[src/rtl/lsu_pkg.sv]
// Shared types and constants for the load/store memory stage.
package lsu_pkg;

  // Access sequencer states: wait for an op, hold the request, one-cycle completion.
  typedef enum logic [1:0] {
    IDLE = 2'd0,
    REQ  = 2'd1,
    DONE = 2'd2
  } lsu_state_t;

  // Default number of REQ cycles tolerated without mem_ready before aborting.
  localparam logic [7:0] TIMEOUT_DEFAULT = 8'd255;

  // 16-bit words on a byte-addressed bus: any odd address is misaligned.
  function automatic logic is_misaligned(input logic addr_lsb);
    return addr_lsb;
  endfunction

endpackage

[src/rtl/lsu_mem_stage_if.sv]
// Request/ready bus between the load/store stage and the data memory.
interface lsu_mem_stage_if #(
  parameter int n = 16
);
  logic         mem_req;
  logic         mem_we;
  logic [n-1:0] mem_addr;
  logic [n-1:0] mem_wdata;
  logic         mem_ready;
  logic [n-1:0] mem_rdata;

  // The load/store stage issues requests.
  modport master (
    output mem_req, mem_we, mem_addr, mem_wdata,
    input  mem_ready, mem_rdata
  );

  // The memory answers them.
  modport slave (
    input  mem_req, mem_we, mem_addr, mem_wdata,
    output mem_ready, mem_rdata
  );
endinterface

[src/rtl/lsu_timeout_ctr.sv]
// Counts consecutive REQ cycles without mem_ready; flags the cycle that reaches the limit.
module lsu_timeout_ctr #(
  parameter logic [7:0] LIMIT = 8'd255
) (
  input  logic clk,
  input  logic reset,
  input  logic clr,
  input  logic en,
  output logic expired
);

  logic [7:0] count_q;
  logic [7:0] count_d;

  // Clear wins over enable so a completing access always restarts from zero.
  always_comb begin
    count_d = count_q;
    if (clr) begin
      count_d = 8'd0;
    end else if (en) begin
      count_d = count_q + 8'd1;
    end
  end

  // Expired on the waiting cycle whose increment would reach the limit.
  always_comb begin
    expired = en && (count_q == (LIMIT - 8'd1));
  end

  // Counter register with synchronous active-low reset.
  always_ff @(posedge clk) begin
    if (!reset) begin
      count_q <= 8'd0;
    end else begin
      count_q <= count_d;
    end
  end

endmodule

[src/rtl/lsu_mem_stage.sv]
// Load/store stage: turns memread/memwrite into a req/ready memory access and stalls the datapath meanwhile.
module lsu_mem_stage
  import lsu_pkg::*;
#(
  parameter int         n       = 16,
  parameter logic [7:0] TIMEOUT = TIMEOUT_DEFAULT
) (
  input  logic             clk,
  input  logic             reset,
  input  logic             memread,
  input  logic             memwrite,
  input  logic [n-1:0]     addr,
  input  logic [n-1:0]     wdata,
  output logic [n-1:0]     readdata,
  output logic             stall,
  output logic             fault,
  lsu_mem_stage_if.master  mem
);

  lsu_state_t   state_q, state_d;
  logic [n-1:0] readdata_q, readdata_d;
  logic         fault_q, fault_d;
  logic         mem_we_q, mem_we_d;
  logic [n-1:0] mem_addr_q, mem_addr_d;
  logic [n-1:0] mem_wdata_q, mem_wdata_d;

  logic op;
  logic misaligned;
  logic in_req;
  logic ctr_expired;

  assign op         = memread | memwrite;
  assign misaligned = is_misaligned(addr[0]);
  assign in_req     = (state_q == REQ);

  // Wait-cycle counter: runs only while a request is outstanding and unanswered.
  lsu_timeout_ctr #(
    .LIMIT (TIMEOUT)
  ) u_timeout_ctr (
    .clk     (clk),
    .reset   (reset),
    .clr     (!in_req || mem.mem_ready),
    .en      (in_req && !mem.mem_ready),
    .expired (ctr_expired)
  );

  // State and captured-value registers; reset abandons any access in flight.
  always_ff @(posedge clk) begin
    if (!reset) begin
      state_q     <= IDLE;
      readdata_q  <= '0;
      fault_q     <= 1'b0;
      mem_we_q    <= 1'b0;
      mem_addr_q  <= '0;
      mem_wdata_q <= '0;
    end else begin
      state_q     <= state_d;
      readdata_q  <= readdata_d;
      fault_q     <= fault_d;
      mem_we_q    <= mem_we_d;
      mem_addr_q  <= mem_addr_d;
      mem_wdata_q <= mem_wdata_d;
    end
  end

  // Next state plus the values latched on launch, completion, misalignment and timeout.
  always_comb begin
    state_d     = state_q;
    readdata_d  = readdata_q;
    fault_d     = fault_q;
    mem_we_d    = mem_we_q;
    mem_addr_d  = mem_addr_q;
    mem_wdata_d = mem_wdata_q;
    case (state_q)
      IDLE: begin
        if (op) begin
          // Read and write together proceeds as a write but is still an error.
          if (memread && memwrite) begin
            fault_d = 1'b1;
          end
          if (misaligned) begin
            fault_d    = 1'b1;
            readdata_d = '0;
            state_d    = DONE;
          end else begin
            mem_addr_d  = addr;
            mem_wdata_d = wdata;
            mem_we_d    = memwrite;
            state_d     = REQ;
          end
        end
      end
      REQ: begin
        if (mem.mem_ready) begin
          if (!mem_we_q) begin
            readdata_d = mem.mem_rdata;
          end
          state_d = DONE;
        end else if (ctr_expired) begin
          fault_d    = 1'b1;
          readdata_d = '0;
          state_d    = DONE;
        end
      end
      // DONE never looks at the inputs, so a held op cannot relaunch.
      DONE:    state_d = IDLE;
      default: state_d = IDLE;
    endcase
  end

  // Outputs: stall covers the launch cycle and every REQ cycle; request fields come from registers.
  always_comb begin
    stall         = ((state_q == IDLE) && op) || in_req;
    readdata      = readdata_q;
    fault         = fault_q;
    mem.mem_req   = in_req;
    mem.mem_we    = mem_we_q;
    mem.mem_addr  = mem_addr_q;
    mem.mem_wdata = mem_wdata_q;
  end

endmodule

[src/flat_wrapper.sv]
// flat-port wrapper written by rule: the top's interface ports become plain ports
module lsu_mem_stage_flat import lsu_pkg::*;
#(
  parameter int         n       = 16,
  parameter logic [7:0] TIMEOUT = TIMEOUT_DEFAULT
)
  (clk, reset, memread, memwrite, addr, wdata, readdata, stall, fault, mem_mem_req, mem_mem_we, mem_mem_addr, mem_mem_wdata, mem_mem_ready, mem_mem_rdata);
  lsu_mem_stage_if #(.n(n)) mem_i ();
  input  logic clk;
  input  logic reset;
  input  logic memread;
  input  logic memwrite;
  input  logic [n-1:0] addr;
  input  logic [n-1:0] wdata;
  output logic [n-1:0] readdata;
  output logic stall;
  output logic fault;
  output wire logic [$bits(mem_i.mem_req)-1:0] mem_mem_req;
  output wire logic [$bits(mem_i.mem_we)-1:0] mem_mem_we;
  output wire logic [$bits(mem_i.mem_addr)-1:0] mem_mem_addr;
  output wire logic [$bits(mem_i.mem_wdata)-1:0] mem_mem_wdata;
  input wire logic [$bits(mem_i.mem_ready)-1:0] mem_mem_ready;
  input wire logic [$bits(mem_i.mem_rdata)-1:0] mem_mem_rdata;
  assign mem_mem_req = mem_i.mem_req;
  assign mem_mem_we = mem_i.mem_we;
  assign mem_mem_addr = mem_i.mem_addr;
  assign mem_mem_wdata = mem_i.mem_wdata;
  assign mem_i.mem_ready = mem_mem_ready;
  assign mem_i.mem_rdata = mem_mem_rdata;
  lsu_mem_stage #(.n(n), .TIMEOUT(TIMEOUT)) u_core (.clk(clk), .reset(reset), .memread(memread), .memwrite(memwrite), .addr(addr), .wdata(wdata), .readdata(readdata), .stall(stall), .fault(fault), .mem(mem_i));
endmodule
[config.mk]
export PLATFORM = sky130hd
export DESIGN_NAME = lsu_mem_stage_flat
export DESIGN_NICKNAME = d
export VERILOG_FILES = /design/src/rtl/lsu_pkg.sv /design/src/rtl/lsu_mem_stage_if.sv /design/src/rtl/lsu_timeout_ctr.sv /design/src/rtl/lsu_mem_stage.sv /design/src/flat_wrapper.sv
export SDC_FILE = /design/constraint.sdc
export NUM_CORES = 1
export LEC_CHECK = 0
export BUFFER_PORTS_ARGS = -buffer_cell sky130_fd_sc_hd__buf_2
export CAP_MARGIN = 10
export CORE_UTILIZATION = 47
export DETAILED_ROUTE_END_ITERATION = 10
export GPL_TIMING_DRIVEN = 0
export HOLD_SLACK_MARGIN = 0.12
export PLACE_DENSITY = 0.87
export SYNTH_ARGS = -nofsm -noshare
export SYNTH_HDL_FRONTEND = slang
export SYNTH_HIERARCHICAL = 1
export SYNTH_SLANG_ARGS = --single-unit
[constraint.sdc]
create_clock -name clk -period 2.3 [get_ports clk]
set_input_delay 0.345 -clock clk [delete_from_list [all_inputs] [get_ports clk]]
set_output_delay 0.345 -clock clk [all_outputs]
set_load 0.02 [all_outputs]
==> results.ini <==
[outcome]
status=finished clean

[synthesis]
synth_largest_area_cell=dfxtp_1
synth_top_area_share_pct=48.6
syn_nets=338
synth_area_leaders=dfxtp_1 (49%), nand2_1 (15%), a21boi_1 (9.3%)
synth.avg_cell_area_sq_um=8.59
synth.distinct_cells=37
yosys-top-cells-count=nand2_1 (99), dfxtp_1 (59), a21boi_1 (30), mux2i_1 (16), nor2_1 (12)
async_reset_ff_share_pct=0
yosys.cell_count.top_type=nand2_1
yosys_most_used_dff=dfxtp_1
synth_seq_cells=59
seq_area_frac_synth_pct=48.6
synthCells=283
synth_edf_count=0
synth_area_sq_um=2430
synth_warnings=6

[floorplan]
start_util_pct=50.1
core-area_sq_um=4850
fp.dieH_um=73.9
num_rows=25
chipWidth_um=73.9
die-area_sq_um=5460
ios=105

[worst_setup_path]
reg2regPathDepth=12
worstSetupEndpointType=flip-flop
crit_end=u_core/readdata[4]$_SDFFE_PN0P_
crit_cells=12
critPathKind=reg -> reg
slowest_stage=dfxtp_1
reg2reg_from=u_core/state_q[0]$_SDFFE_PN0P_
critPathMaxStageDelay_ns=0.32
cp-startpoint=u_core/state_q[0]$_SDFFE_PN0P_
worst-path-buf-inv=4
cp.arrival_ns=2.34
worstPathCellList=buf_6 -> nor2b_4 -> or2b_1 -> inv_1 -> buf_4 -> nand4_1 -> nor2_2 -> o21ai_0 -> o21ai_2 -> nand2_4 -> buf_4 -> mux2i_1
rr_endpoint=u_core/readdata[4]$_SDFFE_PN0P_
cp-start-kind=flip-flop
worstPathMaxFanout=10
crit_family=simple AND/OR/NAND/NOR gates
r2r_slack_ns=0.17
worstPathRequired_ns=2.51
path_common_cell=buf_4

[routing]
first_pass_iters=4
drtAntennaViolNets=0
routedWlPerCell_um=11.1
drc_errors=0
drt_iter0_drc=54
vias_per_cell=4.77
via_count=2237
drt-total-wl_um=5220

[finish]
fillers=414
final_cell_count_no_fill=469
drive_above_1_share_pct=33.3
nets=452
synthToLayoutAreaGrowth_pct=32.7
antennaDiodeCount=0
fin_area_sq_um=3220

[sta]
slew_violations=0
fin_crit_sh_pct=92.6
fmax_mhz=470
hold_viol=0
fin_skew_ns=0.00642
min_period_ns=2.13
rsz0062_at_grt=no
setup_tns_ns=0
setup_viol=0
holdWs_ns=0.256

[hold_path]
holdCritPathClass=in -> reg

[clock_network]
root_buffer=clkbuf_8
cts_hold_buf=0
numCtsBuffers=9
numClockSinks=59
cts_buffer_depth=2
postCtsSetupBuffers=0
clk_pin_slew_worst_paths_ns=0.07
clk_latency_ns=0.33
cts_tree=built
ctsResizeCount=0
h-tree-depth=3

[power]
clkPwrFrac_pct=38.7
seqPwrFrac_pct=46.7
powerDensity_nw_per_um2=724
p_sw_share_pct=25.4
internal-power_uw=1740
p_switching_uw=594
finalPower_uw=2330
p_leak_uw=0.00153
ir_worst_vdd_mv=0.366
p_comb_share_pct=14.6

[place]
dp_cells=453
io_buffer_count=103
place_congestion=0.799
place_area_sq_um=3030
hpwl_um=3930

[grt]
grtUsageTotal_pct=19.8
antenna_found_initial=0
grt_start_max_net_pins=11
grt_pass1_wl_um=8270
grt-ovfl-total=0
grt_pass1_vias=1983

[run]
maxCapViolCount=0

## per-layer routing
metal  global-route usage, %  up-vias  wire length, um
met4                    12.0        0               93
met2                    33.1       72             2450
met1                    22.8      997             2400
li1                        -     1159                -
met5                       0        -                0
met3                    4.80        9              279
## flip-flops by register name (all words and copies together) (netlist names)
register and flops:
u_core/readdata 16, u_core/mem.mem_addr 15, u_core/u_timeout_ctr/count_q 8, u_core/fault 1, u_core/state_q 2, u_core/mem.mem_we 1, u_core/mem.mem_wdata 16
## cell type report
cell class                      count  area, sq um  area share [%]
Timing Repair Buffer              103          515            16.0
Clock buffer                       14          153            4.73
Tap cell                           67         83.8            2.60
Inverter                            3         11.3           0.349
Buffer                             18          111            3.45
Multi-Input combinational cell    203         1130            35.2
Sequential cell                    59         1180            36.6
Clock inverter                      2         35.0            1.09
## power by group through the flow
stage | combinational [uW] | sequential, uW | clock (uW)
after detailed placement | 340 | 1110 | 0
after global routing | 375 | 1090 | 971
after floorplan | 164 | 1160 | 0
after global placement | 334 | 1110 | 0
after CTS | 341 | 1090 | 931
final | 340 | 1090 | 904
## how the worst min path moves through the flow
stage,cells after the start,slack (ns),startpoint,endpoint
finish,3,0.26,mem_mem_rdata[15],u_core/readdata[15]$_SDFFE_PN0P_
global route,3,0.24,wdata[6],u_core/mem.mem_wdata[6]$_SDFFE_PN0P_
CTS,3,0.24,wdata[15],u_core/mem.mem_wdata[15]$_SDFFE_PN0P_
detailed placement,2,0.43,u_core/fault$_SDFFE_PN0P_,u_core/fault$_SDFFE_PN0P_
global placement,2,0.44,u_core/fault$_SDFFE_PN0P_,u_core/fault$_SDFFE_PN0P_
floorplan,2,0.46,u_core/u_timeout_ctr/count_q[6]$_SDFFE_PP0P_,u_core/u_timeout_ctr/count_q[6]$_SDFFE_PP0P_
## per-stage QoR
step	util [%]	worst slack, ns
after floorplan	-	0.242
after global placement	62.5	0.165
after detailed placement	62.5	0.0943
after CTS	66.3	0.0977
after global routing	66.5	0.00152
final	66.5	0.171
## worst min-delay path, cell delays in order
cell	delay, ns
buf_2	0.09
nand2_1	0.05
mux2i_1	0.05
## logic make-up after synthesis
kind of cell	synth area share (%)
other	0.154
adders and majority gates	1.03
and+or+nand+nor	23.7
buffers and inverters	5.05
xor gates and xnor gates	1.44
muxes	6.59
AOI/OAI and AO/OA	13.4
DFF	48.6
## layout by cell type (no fill, tap or decap), types with 2 or more instances in the layout
cell      count
xor2_1        3
ha_1          2
nand2b_1      3
dfxtp_1      59
buf_4         6
inv_1         3
o21ai_1       2
clkbuf_8     10
or3_1         3
buf_2       107
o21ai_0       5
buf_6         2
a21boi_1     30
nand4_1       3
nand2_1      99
clkbuf_1      9
nor3_1        2
a21oi_1       4
nor2b_1       2
nor2_1       11
mux2i_1      16
nand3_1       2
Power figures use the tool's default switching activity.
